$ cat config.mk
export PLATFORM = sky130hd
export DESIGN_NAME = ee_word_packer_flat
export DESIGN_NICKNAME = d
export VERILOG_FILES = /design/src/rtl/ee_pkg.sv /design/src/rtl/ee_word_packer_if.sv /design/src/rtl/ee_byte_lane_merge.sv /design/src/rtl/ee_word_packer.sv /design/src/flat_wrapper.sv
export SDC_FILE = /design/constraint.sdc
export NUM_CORES = 1
export LEC_CHECK = 0
export ABC_AREA = 1
export CORE_UTILIZATION = 44
export DETAILED_ROUTE_END_ITERATION = 7
export PLACE_DENSITY_LB_ADDON = 0.12
export SETUP_SLACK_MARGIN = 0.05
export SLEW_MARGIN = 20
export SYNTH_ARGS = -nofsm -noshare
export SYNTH_HDL_FRONTEND = slang
export SYNTH_SLANG_ARGS = --single-unit
$ cat constraint.sdc
create_clock -name clk -period 3.44 [get_ports clk]
set_input_delay 0.688 -clock clk [delete_from_list [all_inputs] [get_ports clk]]
set_output_delay 0.688 -clock clk [all_outputs]
set_load 0.02 [all_outputs]
$ cat src/rtl/ee_pkg.sv
// Shared types and helpers for the EEPROM byte/word access sequencer.
// Little-endian lane helpers: offset k lives in word[8k+7:8k].
package ee_pkg;

  typedef enum logic [2:0] {
    IDLE,
    WFILL,
    WRMW_RD,
    WRMW_WR,
    WWR,
    RFETCH,
    RSEND
  } state_t;

  localparam logic [5:0] ERASE_ECC = 6'h3f;

  function automatic logic [31:0] insert_byte(input logic [31:0] word,
                                              input logic [1:0]  off,
                                              input logic [7:0]  data);
    logic [31:0] res;
    res = word;
    res[{off, 3'b000} +: 8] = data;
    return res;
  endfunction

  // Lanes with a set mask bit keep the packed host byte, others take the fetched byte.
  function automatic logic [31:0] merge_lanes(input logic [31:0] packed_word,
                                              input logic [3:0]  mask,
                                              input logic [31:0] fetched);
    logic [31:0] res;
    for (int i = 0; i < 4; i++) begin
      res[8*i +: 8] = mask[i] ? packed_word[8*i +: 8] : fetched[8*i +: 8];
    end
    return res;
  endfunction

endpackage

$ cat src/rtl/ee_word_packer_if.sv
// Host byte stream and EEPROM word access bundle of the word packer.
// slave is the packer's view, master the host/EEPROM side.
interface ee_word_packer_if #(
  parameter int ADDR_W = 12
);
  logic              wr_start;
  logic              rd_start;
  logic [ADDR_W-1:0] start_addr;
  logic              xfer_stop;
  logic              wr_byte_vld;
  logic [7:0]        wr_byte;
  logic              wr_byte_rdy;
  logic              rd_byte_vld;
  logic [7:0]        rd_byte;
  logic              rd_byte_rdy;
  logic [ADDR_W-3:0] ee_word_addr;
  logic              ee_wr_req;
  logic              ee_rd_req;
  logic              ee_ack;
  logic [37:0]       if_data_out;
  logic [37:0]       if_data_in;
  logic              wr_roll_over;

  modport slave (
    input  wr_start, rd_start, start_addr, xfer_stop, wr_byte_vld, wr_byte,
           rd_byte_rdy, ee_ack, if_data_in,
    output wr_byte_rdy, rd_byte_vld, rd_byte, ee_word_addr, ee_wr_req,
           ee_rd_req, if_data_out, wr_roll_over
  );

  modport master (
    output wr_start, rd_start, start_addr, xfer_stop, wr_byte_vld, wr_byte,
           rd_byte_rdy, ee_ack, if_data_in,
    input  wr_byte_rdy, rd_byte_vld, rd_byte, ee_word_addr, ee_wr_req,
           ee_rd_req, if_data_out, wr_roll_over
  );

endinterface

$ cat src/rtl/ee_byte_lane_merge.sv
// Combinational read-modify-write merge of the packing register with a fetched word.
module ee_byte_lane_merge
  import ee_pkg::*;
(
  input  logic [31:0] packed_word,
  input  logic [3:0]  mask,
  input  logic [31:0] fetched,
  output logic [31:0] merged
);

  always_comb begin
    merged = merge_lanes(packed_word, mask, fetched);
  end

endmodule

$ cat src/rtl/ee_word_packer.sv
// Byte-to-word access sequencer: packs host bytes into EEPROM words (with RMW
// for partial words and page roll-over) and streams fetched words back as bytes.
module ee_word_packer
  import ee_pkg::*;
#(
  parameter int ADDR_W     = 12,
  parameter int PAGE_BYTES = 16
) (
  input  logic              clk,
  input  logic              rst,
  ee_word_packer_if.slave   bus
);

  localparam int LOG_PB = $clog2(PAGE_BYTES);
  localparam logic [LOG_PB-1:0] PG_ONE   = {{(LOG_PB-1){1'b0}}, 1'b1};
  localparam logic [ADDR_W-1:0] ADDR_ONE = {{(ADDR_W-1){1'b0}}, 1'b1};

  state_t            state, state_next;
  logic [ADDR_W-1:0] addr;
  logic [31:0]       pack;
  logic [3:0]        mask;
  logic              wrapped;
  logic              stop_seen;
  logic [31:0]       rd_word;
  logic [ADDR_W-3:0] word_addr_q;
  logic [37:0]       data_out_q;
  logic              roll_q;

  logic              byte_take;
  logic [31:0]       pack_fill;
  logic [3:0]        mask_fill;
  logic [LOG_PB-1:0] page_low_inc;
  logic [ADDR_W-1:0] addr_page;
  logic [ADDR_W-1:0] addr_inc;
  logic              page_end;
  logic [31:0]       merged;
  logic              unused_ecc;

  assign unused_ecc = ^bus.if_data_in[37:32];

  ee_byte_lane_merge u_merge (
    .packed_word (pack),
    .mask        (mask),
    .fetched     (bus.if_data_in[31:0]),
    .merged      (merged)
  );

  assign byte_take    = (state == WFILL) && bus.wr_byte_vld;
  assign pack_fill    = insert_byte(pack, addr[1:0], bus.wr_byte);
  assign mask_fill    = mask | (4'b0001 << addr[1:0]);
  assign page_low_inc = addr[LOG_PB-1:0] + PG_ONE;
  assign addr_page    = {addr[ADDR_W-1:LOG_PB], page_low_inc};
  assign addr_inc     = addr + ADDR_ONE;
  assign page_end     = &addr[LOG_PB-1:0];

  always_ff @(posedge clk) begin
    if (rst) state <= IDLE;
    else     state <= state_next;
  end

  always_comb begin
    state_next = state;
    case (state)
      IDLE: begin
        if (bus.wr_start)      state_next = WFILL;
        else if (bus.rd_start) state_next = RFETCH;
      end
      WFILL: begin
        // A byte in the same cycle as stop is packed before the stop takes effect.
        if (byte_take) begin
          if (addr_page[1:0] == 2'd0) state_next = (&mask_fill) ? WWR : WRMW_RD;
          else if (bus.xfer_stop)     state_next = WRMW_RD;
        end else if (bus.xfer_stop) begin
          state_next = (mask == 4'h0) ? IDLE : WRMW_RD;
        end
      end
      WRMW_RD: begin
        if (bus.ee_ack) state_next = WRMW_WR;
      end
      WWR, WRMW_WR: begin
        if (bus.ee_ack) state_next = (stop_seen || bus.xfer_stop) ? IDLE : WFILL;
      end
      RFETCH: begin
        if (bus.ee_ack) state_next = (stop_seen || bus.xfer_stop) ? IDLE : RSEND;
      end
      RSEND: begin
        if (bus.xfer_stop)                                  state_next = IDLE;
        else if (bus.rd_byte_rdy && addr_inc[1:0] == 2'd0) state_next = RFETCH;
      end
      default: state_next = IDLE;
    endcase
  end

  always_ff @(posedge clk) begin
    if (rst) begin
      addr        <= '0;
      pack        <= '0;
      mask        <= '0;
      wrapped     <= 1'b0;
      stop_seen   <= 1'b0;
      rd_word     <= '0;
      word_addr_q <= '0;
      data_out_q  <= {ERASE_ECC, 32'h0};
      roll_q      <= 1'b0;
    end else begin
      case (state)
        IDLE: begin
          stop_seen <= 1'b0;
          if (bus.wr_start) begin
            addr    <= bus.start_addr;
            mask    <= '0;
            wrapped <= 1'b0;
          end else if (bus.rd_start) begin
            addr        <= bus.start_addr;
            word_addr_q <= bus.start_addr[ADDR_W-1:2];
          end
        end
        WFILL: begin
          if (bus.xfer_stop) stop_seen <= 1'b1;
          if (byte_take) begin
            pack <= pack_fill;
            mask <= mask_fill;
            addr <= addr_page;
            if (page_end) wrapped <= 1'b1;
          end
          // The finished word is addressed before the increment; its page state is pre-crossing.
          if (state_next == WWR || state_next == WRMW_RD) begin
            word_addr_q <= addr[ADDR_W-1:2];
            roll_q      <= wrapped;
            data_out_q  <= {ERASE_ECC, byte_take ? pack_fill : pack};
          end
        end
        WRMW_RD: begin
          if (bus.xfer_stop) stop_seen <= 1'b1;
          if (bus.ee_ack) begin
            pack       <= merged;
            data_out_q <= {ERASE_ECC, merged};
          end
        end
        WWR, WRMW_WR: begin
          if (bus.xfer_stop) stop_seen <= 1'b1;
          if (bus.ee_ack)    mask <= '0;
        end
        RFETCH: begin
          if (bus.xfer_stop) stop_seen <= 1'b1;
          if (bus.ee_ack)    rd_word <= bus.if_data_in[31:0];
        end
        RSEND: begin
          if (bus.rd_byte_rdy) begin
            addr <= addr_inc;
            if (addr_inc[1:0] == 2'd0) word_addr_q <= addr_inc[ADDR_W-1:2];
          end
        end
        default: ;
      endcase
    end
  end

  assign bus.wr_byte_rdy  = (state == WFILL);
  assign bus.rd_byte_vld  = (state == RSEND);
  assign bus.rd_byte      = rd_word[{addr[1:0], 3'b000} +: 8];
  assign bus.ee_wr_req    = (state == WWR) || (state == WRMW_WR);
  assign bus.ee_rd_req    = (state == WRMW_RD) || (state == RFETCH);
  assign bus.ee_word_addr = word_addr_q;
  assign bus.if_data_out  = data_out_q;
  assign bus.wr_roll_over = roll_q;

endmodule

$ cat src/flat_wrapper.sv
// flat-port wrapper written by rule: the top's interface ports become plain ports
module ee_word_packer_flat import ee_pkg::*;
#(
  parameter int ADDR_W     = 12,
  parameter int PAGE_BYTES = 16
)
  (clk, rst, bus_wr_start, bus_rd_start, bus_start_addr, bus_xfer_stop, bus_wr_byte_vld, bus_wr_byte, bus_rd_byte_rdy, bus_ee_ack, bus_if_data_in, bus_wr_byte_rdy, bus_rd_byte_vld, bus_rd_byte, bus_ee_word_addr, bus_ee_wr_req, bus_ee_rd_req, bus_if_data_out, bus_wr_roll_over);
  ee_word_packer_if #(.ADDR_W(ADDR_W)) bus_i ();
  input  logic clk;
  input  logic rst;
  input wire logic [$bits(bus_i.wr_start)-1:0] bus_wr_start;
  input wire logic [$bits(bus_i.rd_start)-1:0] bus_rd_start;
  input wire logic [$bits(bus_i.start_addr)-1:0] bus_start_addr;
  input wire logic [$bits(bus_i.xfer_stop)-1:0] bus_xfer_stop;
  input wire logic [$bits(bus_i.wr_byte_vld)-1:0] bus_wr_byte_vld;
  input wire logic [$bits(bus_i.wr_byte)-1:0] bus_wr_byte;
  input wire logic [$bits(bus_i.rd_byte_rdy)-1:0] bus_rd_byte_rdy;
  input wire logic [$bits(bus_i.ee_ack)-1:0] bus_ee_ack;
  input wire logic [$bits(bus_i.if_data_in)-1:0] bus_if_data_in;
  output wire logic [$bits(bus_i.wr_byte_rdy)-1:0] bus_wr_byte_rdy;
  output wire logic [$bits(bus_i.rd_byte_vld)-1:0] bus_rd_byte_vld;
  output wire logic [$bits(bus_i.rd_byte)-1:0] bus_rd_byte;
  output wire logic [$bits(bus_i.ee_word_addr)-1:0] bus_ee_word_addr;
  output wire logic [$bits(bus_i.ee_wr_req)-1:0] bus_ee_wr_req;
  output wire logic [$bits(bus_i.ee_rd_req)-1:0] bus_ee_rd_req;
  output wire logic [$bits(bus_i.if_data_out)-1:0] bus_if_data_out;
  output wire logic [$bits(bus_i.wr_roll_over)-1:0] bus_wr_roll_over;
  assign bus_i.wr_start = bus_wr_start;
  assign bus_i.rd_start = bus_rd_start;
  assign bus_i.start_addr = bus_start_addr;
  assign bus_i.xfer_stop = bus_xfer_stop;
  assign bus_i.wr_byte_vld = bus_wr_byte_vld;
  assign bus_i.wr_byte = bus_wr_byte;
  assign bus_i.rd_byte_rdy = bus_rd_byte_rdy;
  assign bus_i.ee_ack = bus_ee_ack;
  assign bus_i.if_data_in = bus_if_data_in;
  assign bus_wr_byte_rdy = bus_i.wr_byte_rdy;
  assign bus_rd_byte_vld = bus_i.rd_byte_vld;
  assign bus_rd_byte = bus_i.rd_byte;
  assign bus_ee_word_addr = bus_i.ee_word_addr;
  assign bus_ee_wr_req = bus_i.ee_wr_req;
  assign bus_ee_rd_req = bus_i.ee_rd_req;
  assign bus_if_data_out = bus_i.if_data_out;
  assign bus_wr_roll_over = bus_i.wr_roll_over;
  ee_word_packer #(.ADDR_W(ADDR_W), .PAGE_BYTES(PAGE_BYTES)) u_core (.clk(clk), .rst(rst), .bus(bus_i));
endmodule
Word level (Yosys, flattened, before mapping)
Index checks and enable logic that the tools add are counted.
{"block": "totals", "ff_bits": 134, "latchBits": 0, "mem_bits_rw": 0, "rom_bits": 0, "out_inout_bits": 61, "elab_cells": 118, "n_memories": 0}
{"block": "classes", "addsub": 3, "n_mul": 0, "n_div": 0, "n_lt_le_gt_ge": 0, "n_eq_ne": 20, "shifts": 4, "muxes": 48, "n_bitwise": 2, "n_reduce_logical": 30}
{"op": "38-bit two-way mux", "count": 2}
{"op": "38-bit one-hot mux with 2 select lines", "count": 1}
{"op": "32-bit two-way mux", "count": 2}
{"op": "32-bit one-hot mux with 2 select lines", "count": 1}
{"op": "10-bit two-way mux", "count": 5}
{"op": "3-bit two-way mux", "count": 13}
{"op": "12-bit two-way mux", "count": 3}
{"op": "12-bit one-hot mux with 3 select lines", "count": 1}
{"op": "32-bit bitwise mux", "count": 1}
{"op": "8-bit two-way mux", "count": 4}
{"op": "8-bit by 7-bit variable shift with 32-bit output (first input constant)", "count": 1}
{"op": "32-bit by 6-bit indexed part select with 8-bit output", "count": 1}
{"op": "8-bit by 7-bit indexed part select with 32-bit output", "count": 1}
{"op": "10-bit one-hot mux with 3 select lines", "count": 1}
{"op": "4-bit AND reduction", "count": 6}
{"op": "3-bit one-hot mux with 6 select lines", "count": 1}
{"op": "4-bit two-way mux", "count": 4}
{"op": "12-bit by 1-bit adder with 12-bit output (second input constant)", "count": 1}
{"op": "3-bit == test (second input constant)", "count": 4}
{"op": "2-bit != test (second input constant)", "count": 6}
{"op": "4-bit one-hot mux with 3 select lines", "count": 1}
{"op": "2-bit by 1-bit != test with 1-bit output (second input constant)", "count": 5}
{"op": "3-bit by 2-bit == test with 1-bit output (second input constant)", "count": 3}
{"op": "2-bit AND reduction", "count": 4}
{"op": "21 further kinds", "count": 35}

Depth between registers and ports, before layout
Gate-level depths: netlist (run 1).
{"block": "logic_depth", "word_depth": 11, "ltp_mapped": 20, "mapped_depth_nobuf": 16}

Cells and area by module
From an unflattened synthesis (run 1), not the netlist that was laid out.
{"block": "hier_totals", "hier_cells": 1155, "area_unflattened_um2": 7289.5}
{"module": "ee_word_packer", "n_inst": 1, "cells_per_inst": 1051, "area_each_um2": 6869.1}
{"module": "ee_byte_lane_merge", "n_inst": 1, "cells_per_inst": 104, "area_each_um2": 420.4}

Worst setup path after synthesis (run 1)
Ideal clock, no wire load.
{"block": "synth_timing", "path_kind": "reg2reg", "from": "register u_core.addr[0]", "to": "register u_core.data_out_q[13], in the netlist u_core.bus.if_data_out[13]", "arrival_time_ns": 2.521, "slack_ns": 0.803, "path_stages_with_launch": 19, "period_less_slack_ns": 2.637, "cell_sequence": "dfxtp_1 inv_1 clkbuf_1 clkbuf_1 ha_1 buf_2 inv_1 nand2_1 nand2_1 nor2_1 nand2_1 nand3_1 nand3_2 nand2_1 nand2_1 buf_6 buf_6 a21oi_1 nor2_2"}
{"block": "synth_between", "elab_chain_cells": 11, "word_cells_on_any_way": 26, "classes_between": "add/sub (3); eq/ne (3); shift (3); mux (10); bitwise (1); reduce/logical (6)"}
{"item": "from (decl)", "line_no": "ee_word_packer.sv:19", "rtl": "logic [ADDR_W-1:0] addr;"}
{"item": "from (signal assigned)", "line_no": "ee_word_packer.sv:110", "rtl": "addr <= bus.start_addr;"}
{"item": "from (signal assigned)", "line_no": "ee_word_packer.sv:114", "rtl": "addr <= bus.start_addr;"}
{"item": "from (signal assigned)", "line_no": "ee_word_packer.sv:123", "rtl": "addr <= addr_page;"}
{"item": "branches (longest 11 deep; another with 12-bit by 1-bit adder with 12-bit output)"}
{"item": "to (signal assigned)", "line_no": "ee_word_packer.sv:103", "rtl": "data_out_q <= {ERASE_ECC, 32'h0};"}
{"item": "to (signal assigned)", "line_no": "ee_word_packer.sv:130", "rtl": "data_out_q <= {ERASE_ECC, byte_take ? pack_fill : pack};"}
{"item": "to (signal assigned)", "line_no": "ee_word_packer.sv:137", "rtl": "data_out_q <= {ERASE_ECC, merged};"}
{"item": "to (decl)", "line_no": "ee_word_packer.sv:26", "rtl": "logic [37:0] data_out_q;"}
Parallel ways; which one is timed is not known. The select of a mux whose other input is x is not followed.
A chain may end at the register's enable or synchronous reset.

Final worst setup path (run 1)
{"block": "layout_timing", "from": "register u_core.state[0]", "to": "output bus_ee_rd_req"}
{"block": "layout_between", "elab_chain_cells": 2, "word_cells_on_any_way": 3, "classes_between": "eq/ne (2); reduce/logical (1)"}
{"item": "from (decl)", "line_no": "ee_word_packer.sv:18", "rtl": "state_t state, state_next;"}
{"item": "from (signal assigned)", "line_no": "ee_word_packer.sv:58", "rtl": "else state <= state_next;"}
{"item": "3-bit by 2-bit == test with 1-bit output / 3-bit == test (equally long branches)", "line_no": "ee_word_packer.sv:163", "rtl": "assign bus.ee_rd_req = (state == WRMW_RD) || (state == RFETCH);"}
{"item": "1-bit logical OR (*)", "line_no": "ee_word_packer.sv:163"}
{"item": "to (decl)", "line_no": "flat_wrapper.sv:25", "rtl": "output wire logic [$bits(bus_i.ee_rd_req)-1:0] bus_ee_rd_req;"}
Every way passes the cells marked *; elsewhere a longest branch is shown, timed or not.

==> flow_summary.yaml, run 1 <==
drt:
  avgViaCountPerCell: 5.221
  wl_met3_um: 1349
  routed_length_per_instance_um: 14.97
  m1WireLength_um: 10940
  route.antenna.remaining_nets: 0
  detail_route.drc_violations: 0
  length_of_routed_met2_wiring_um: 9001
  routed-via-count: 7545
  routed_wirelength_um: 21640
  detailedRoute.firstPassIterationCount: 5
  drt_iter0_drc: 654
  dr.max_layer_used: "met4"
placement:
  post_dp_cell_area_sq_mm: 0.008578
  placement.io_buffers: 114
  finalWeightedCongestion: 0.9180
  post-dp-hpwl_um: 14890
critical_path:
  startpoint: "u_core.state[0]$_SDFF_PP0_"
  critical_path_class: "flop to output port"
  worst-endpoint-arrival_ns: 2.31
  crit_required_ns: 2.75
  worstReg2RegStart: "u_core.state[1]$_SDFF_PP0_"
  crit_path_max_fanout: 13
  reg2regPathDepth: 8
  critical_path.startpoint_type: "flop"
  reg2reg_setup_slack_ns: 0.74
  timing.critical_path.to: "bus_ee_rd_req"
  critical_path.endpoint_type: "output port"
  worst_r2r_endpoint: "u_core.bus.if_data_out[18]$_SDFFE_PP0P_"
synthesis:
  netlist-cell-type-count: 43
  seq_area_frac_synth: 0.3446
  post_synth_main_area_contributors: "sky130_fd_sc_hd__dfxtp_1 (34%), sky130_fd_sc_hd__nand2_1 (15%), sky130_fd_sc_hd__o21ai_0 (7.7%)"
  yosys_warnings: 0
  ys_ff_latch: 128
  synth_cells: 1141
  synthesis.area_sq_mm: 0.007436
  synthDominantAreaCellType: "sky130_fd_sc_hd__dfxtp_1"
  synth_top_cell_area_share: 0.3446
  synth.avg_cell_area_sq_um: 6.517
clock_tree:
  cts_tree: "done"
  cts-hold-fix-buffers: 0
  cts.sinks: 128
  numCtsBuffers: 17
  cts.repair.resized: 0
  clock_latency_ns: 0.42
  worst_setup_hold_path_clk_slew_ns: 0.06
  max-clock-path-buffers: 2
  postCtsSetupRepairBufs: 0
  cts_max_level: 4
  root_buffer: "sky130_fd_sc_hd__clkbuf_16"
timing:
  achievable-frequency_mhz: 333.5
  final.hold.worst_slack_ns: 0.4450
  finalSetupViolCount: 0
  minimum_clock_period_after_layout_ns: 2.999
  fin_setup_tns_ns: 0
  worstMarginPinSlew_ns: 0.9593
  setup_repair_after_global_routing_missed_its_margin: "false"
  fin_worst_skew_ns: 0.006230
  min_period_over_period: 0.8717
  hold_viol: 0
  slew_violations: 0
  relSlewSlack: 0.3598
floorplan:
  placementRows: 47
  fp.dieArea_sq_mm: 0.01742
  die_h_um: 132
  design.portCount: 127
  placeableCoreArea_sq_mm: 0.01652
  floorplan.initialDensity: 0.4500
  fp.dieW_um: 132
run_status:
  status: "completed"
layout:
  nets: 1286
  flow.area_growth_from_synthesis_pct: 23.22
  antenna_cell_count: 0
  finalInstanceArea_sq_mm: 0.009163
  final_layout_size_suffix_gt1_frac: 0.06857
power:
  power.leakage_nw: 3.947
  vdd_ir_drop_max_mv: 0.4389
  p_per_cell_area_mw_per_mm2: 725.1
  design_power_total_mw: 6.644
global_routing:
  grt_first_pass_wirelength_um: 34920
  combined_global_route_utilization_of_all_metal_layers: 0.2525
  pin_count_of_the_biggest_net_entering_global_routing: 97
  first_global_vias: 6578
  global_route.overflow_total: 0
  antenna_violations_before_repair: 0
run:
  maxCapViolations: 0
hold_path:
  class_of_the_tightest_hold_or_removal_check: "flop to flop"
how the worst min path moves through the flow:
| stage | startpoint | endpoint | cells after the start |
|---|---|---|---|
| after CTS | u_core.bus.wr_roll_over$_SDFFE_PP0P_ | u_core.bus.wr_roll_over$_SDFFE_PP0P_ | 2 |
| after global placement | u_core.bus.wr_roll_over$_SDFFE_PP0P_ | u_core.bus.wr_roll_over$_SDFFE_PP0P_ | 2 |
| after detailed placement | u_core.bus.wr_roll_over$_SDFFE_PP0P_ | u_core.bus.wr_roll_over$_SDFFE_PP0P_ | 2 |
| after global routing | u_core.bus.wr_roll_over$_SDFFE_PP0P_ | u_core.bus.wr_roll_over$_SDFFE_PP0P_ | 2 |
| final | u_core.bus.wr_roll_over$_SDFFE_PP0P_ | u_core.bus.wr_roll_over$_SDFFE_PP0P_ | 2 |
| after floorplan | u_core.rd_word[16]$_SDFFE_PP0P_ | u_core.rd_word[16]$_SDFFE_PP0P_ | 2 |
cells by family after synthesis:
| kind of cell | synth area share |
|---|---|
| AO/OA/AOI/OAI | 0.2034 |
| XOR/XNOR | 0.001178 |
| adder cells (fa/ha/maj) | 0.01346 |
| buffers and inverters | 0.1112 |
| flip-flops | 0.3446 |
| other | 0.0005043 |
| AND/OR/NAND/NOR | 0.3256 |
area by class of cell:
cell class                      instances  area [sq um]
Fill cell                            1661          7362
Multi-Input combinational cell        836          4070
Sequential cell                       128          2562
Timing Repair Buffer                  128          1284
Clock buffer                           22         474.2
Inverter                              101         386.6
Tap cell                              220         275.3
Clock inverter                         10         110.1
registers in the layout, indices dropped and copies added (netlist names):
register	cells
u_core.bus.if_data_out	32
u_core.pack	32
u_core.rd_word	32
u_core.addr	12
u_core.bus.ee_word_addr	10
u_core.mask	4
u_core.state	3
u_core.bus.wr_roll_over	1
u_core.stop_seen	1
u_core.wrapped	1
worst max-delay path, stage by stage (launching register included):
cell                              delay [ns]
sky130_fd_sc_hd__dfxtp_1                0.68
sky130_fd_sc_hd__nor2_4                 0.10
sky130_fd_sc_hd__nand2_1                0.43
sky130_fd_sc_hd__nand2_1                0.11
sky130_fd_sc_hd__clkdlybuf4s50_1        0.57
synthesized netlist by cell type, drive strengths merged:
master,number
nand3,96
a31oi,3
clkinv,3
or3,1
dfxtp,128
nor3,5
clkbuf,34
o21ai,127
nand4,5
ha,8
o21bai,16
nand2,296
inv,98
o31ai,1
buf,47
a221oi,1
o211ai,16
o22ai,10
a211oi,3
conb,1
a21oi,100
nand3b,24
xor2,1
nor2,117
metrics by stage:
step	utilization	setup WS, ns	cells
floorplan	-	0.8035	1146
global placement	0.5191	0.6440	1413
detailed placement	0.5191	0.6372	1413
CTS	0.5545	0.4305	1445
global route	0.5545	0.2989	1445
finish	0.5545	0.4412	1445
cells in the final DEF (no fill, tap or decap), drive strengths merged:
cell / n
o211ai: 16
conb: 6
dfxtp: 128
a211oi: 3
nor2: 117
buf: 14
o21ai: 127
ha: 8
xor2: 1
clkbuf: 22
a21oi: 100
clkdlybuf4s50: 114
o31ai: 1
nand3: 96
nor3: 5
nand4: 5
or3: 1
clkinv: 7
nand3b: 24
clkinvlp: 4
a31oi: 3
a221oi: 1
o21bai: 16
inv: 98
o22ai: 10
nand2: 296
bufinv: 2
per-layer routing:
layer	GRT usage	up-vias
met2	0.3574	261
li1	-	3867
met3	0.03652	22
met1	0.3862	3395
met5	0	-
met4	0.08269	0
power breakdown:
group / internal (mW) / switching (mW) / leakage [nW]
Combinational: 1.07 / 1.76 / 2.62
Sequential: 1.80 / 0.220 / 1.05
Clock: 1.12 / 0.676 / 0.278
Power figures use the tool's default switching activity.
==> inputs of run 2 (changes only) <==
Settings changed: CORE_UTILIZATION 44 to 30.
==> flow_summary.yaml, run 2 (same netlist as run 1, synthesis figures left out) <==
timing:
  achievable-frequency_mhz: 321.1
  worst_slack_ns: 0.3257
  fin_worst_skew_ns: 0.007942
  relSlewSlack: 0.3225
  minimum_clock_period_after_layout_ns: 3.114
  slew_violations: 0
  finalSetupViolCount: 0
  min_period_over_period: 0.9053
  worstMarginPinSlew_ns: 1.015
  fin_setup_tns_ns: 0
  hold_viol: 0
  setup_repair_after_global_routing_missed_its_margin: "false"
drt:
  detailedRoute.firstPassIterationCount: 4
  routed_length_per_instance_um: 15.65
  drt_iter0_drc: 508
  route.antenna.remaining_nets: 0
  routed_wirelength_um: 24240
  avgViaCountPerCell: 4.822
  detail_route.drc_violations: 0
  routed-via-count: 7469
global_routing:
  grt_first_pass_wirelength_um: 38440
  combined_global_route_utilization_of_all_metal_layers: 0.1919
  pin_count_of_the_biggest_net_entering_global_routing: 96
  global_route.overflow_total: 0
  first_global_vias: 6911
  antenna_violations_before_repair: 0
clock_tree:
  max-clock-path-buffers: 2
  numCtsBuffers: 17
  cts.sinks: 128
  cts_max_level: 4
  root_buffer: "sky130_fd_sc_hd__clkbuf_16"
  postCtsSetupRepairBufs: 0
  clock_latency_ns: 0.42
  cts-hold-fix-buffers: 0
  cts_tree: "done"
  worst_setup_hold_path_clk_slew_ns: 0.06
  cts.repair.resized: 0
critical_path:
  critical_path.startpoint_type: "flop"
  crit_path_max_fanout: 13
  critical_path_class: "flop to output port"
  worst-endpoint-arrival_ns: 2.43
  critical_path.endpoint_type: "output port"
  crit_required_ns: 2.75
layout:
  antenna_cell_count: 0
  final.fill_count: 2640
  final_layout_size_suffix_gt1_frac: 0.07020
  final_common_cell: "sky130_fd_sc_hd__nand2_1"
  final_util: 0.3818
  regArea_sq_mm: 0.002562
  flow.area_growth_from_synthesis_pct: 24.89
  most-common-layout-cells: "sky130_fd_sc_hd__nand2_1 (289), sky130_fd_sc_hd__dfxtp_1 (128), sky130_fd_sc_hd__o21ai_0 (115)"
  nets: 1287
  multiInputGateArea_sq_mm: 0.004070
placement:
  placement.io_buffers: 114
  post-dp-hpwl_um: 17270
  finalWeightedCongestion: 0.8258
  preCtsSetupSlack_ns: 0.6536
run_status:
  status: "completed"
floorplan:
  die_h_um: 159.4
  floorplan.initialDensity: 0.3058
  fp.dieW_um: 159.4
  placeableCoreArea_sq_mm: 0.02432
  placementRows: 57
  fp.dieArea_sq_mm: 0.02542
  design.portCount: 127
hold_path:
  class_of_the_tightest_hold_or_removal_check: "flop to flop"
power:
  design_power_total_mw: 6.674
  power.leakage_nw: 3.944
  vdd_ir_drop_max_mv: 0.3581
  p_per_cell_area_mw_per_mm2: 718.6
run:
  maxCapViolations: 0
run 2: layout make-up:
class / instances / share of cell area
Tap cell: 324 / 0.04365
Clock inverter: 14 / 0.01563
Multi-Input combinational cell: 836 / 0.4383
Clock buffer: 17 / 0.04581
Timing Repair Buffer: 129 / 0.1390
Sequential cell: 128 / 0.2759
Inverter: 101 / 0.04163
run 2: stage by stage:
step	hold WS, ns	area (sq um)	cells
2_1_floorplan	0.4375	7455	1146
3_3_place_gp	0.4412	8716	1518
3_5_place_dp	0.4447	8716	1518
4_1_cts	0.4527	9286	1549
5_1_grt	0.4745	9286	1549
6_report	0.4450	9286	1549
run 2: path summary, 6_finish.rpt:
kind                                              from                                 endpoint  slack, ns  depth (start not counted)
setup reg to reg            u_core.state[1]$_SDFF_PP0_  u_core.bus.if_data_out[18]$_SDFFE_PP0P_       0.70                          8
hold / removal    u_core.bus.wr_roll_over$_SDFFE_PP0P_     u_core.bus.wr_roll_over$_SDFFE_PP0P_       0.45                          2
setup / recovery            u_core.state[0]$_SDFF_PP0_                            bus_ee_rd_req       0.33                          4
hold reg to reg   u_core.bus.wr_roll_over$_SDFFE_PP0P_     u_core.bus.wr_roll_over$_SDFFE_PP0P_       0.45                          2
run 2: metal layers:
layer	part of all wire	vias to the layer above	wire, um	track usage
met5	0	-	0	0
met4	0.013	0	321	0.05726
met3	0.043	19	1044	0.02813
met1	0.52	3406	12650	0.2834
li1	-	3869	-	-
met2	0.42	175	10220	0.2853
run 2: worst max-delay path, stage by stage (launching register included):
cell                              delay [ns]
sky130_fd_sc_hd__dfxtp_1                0.70
sky130_fd_sc_hd__nor2_4                 0.10
sky130_fd_sc_hd__nand2_1                0.48
sky130_fd_sc_hd__nand2_1                0.14
sky130_fd_sc_hd__clkdlybuf4s50_1        0.58
run 2: power breakdown:
part / switching (mW) / internal (mW) / total (mW)
registers: 0.229 / 1.80 / 2.03
logic: 1.79 / 1.08 / 2.87
clock network: 0.716 / 1.06 / 1.77
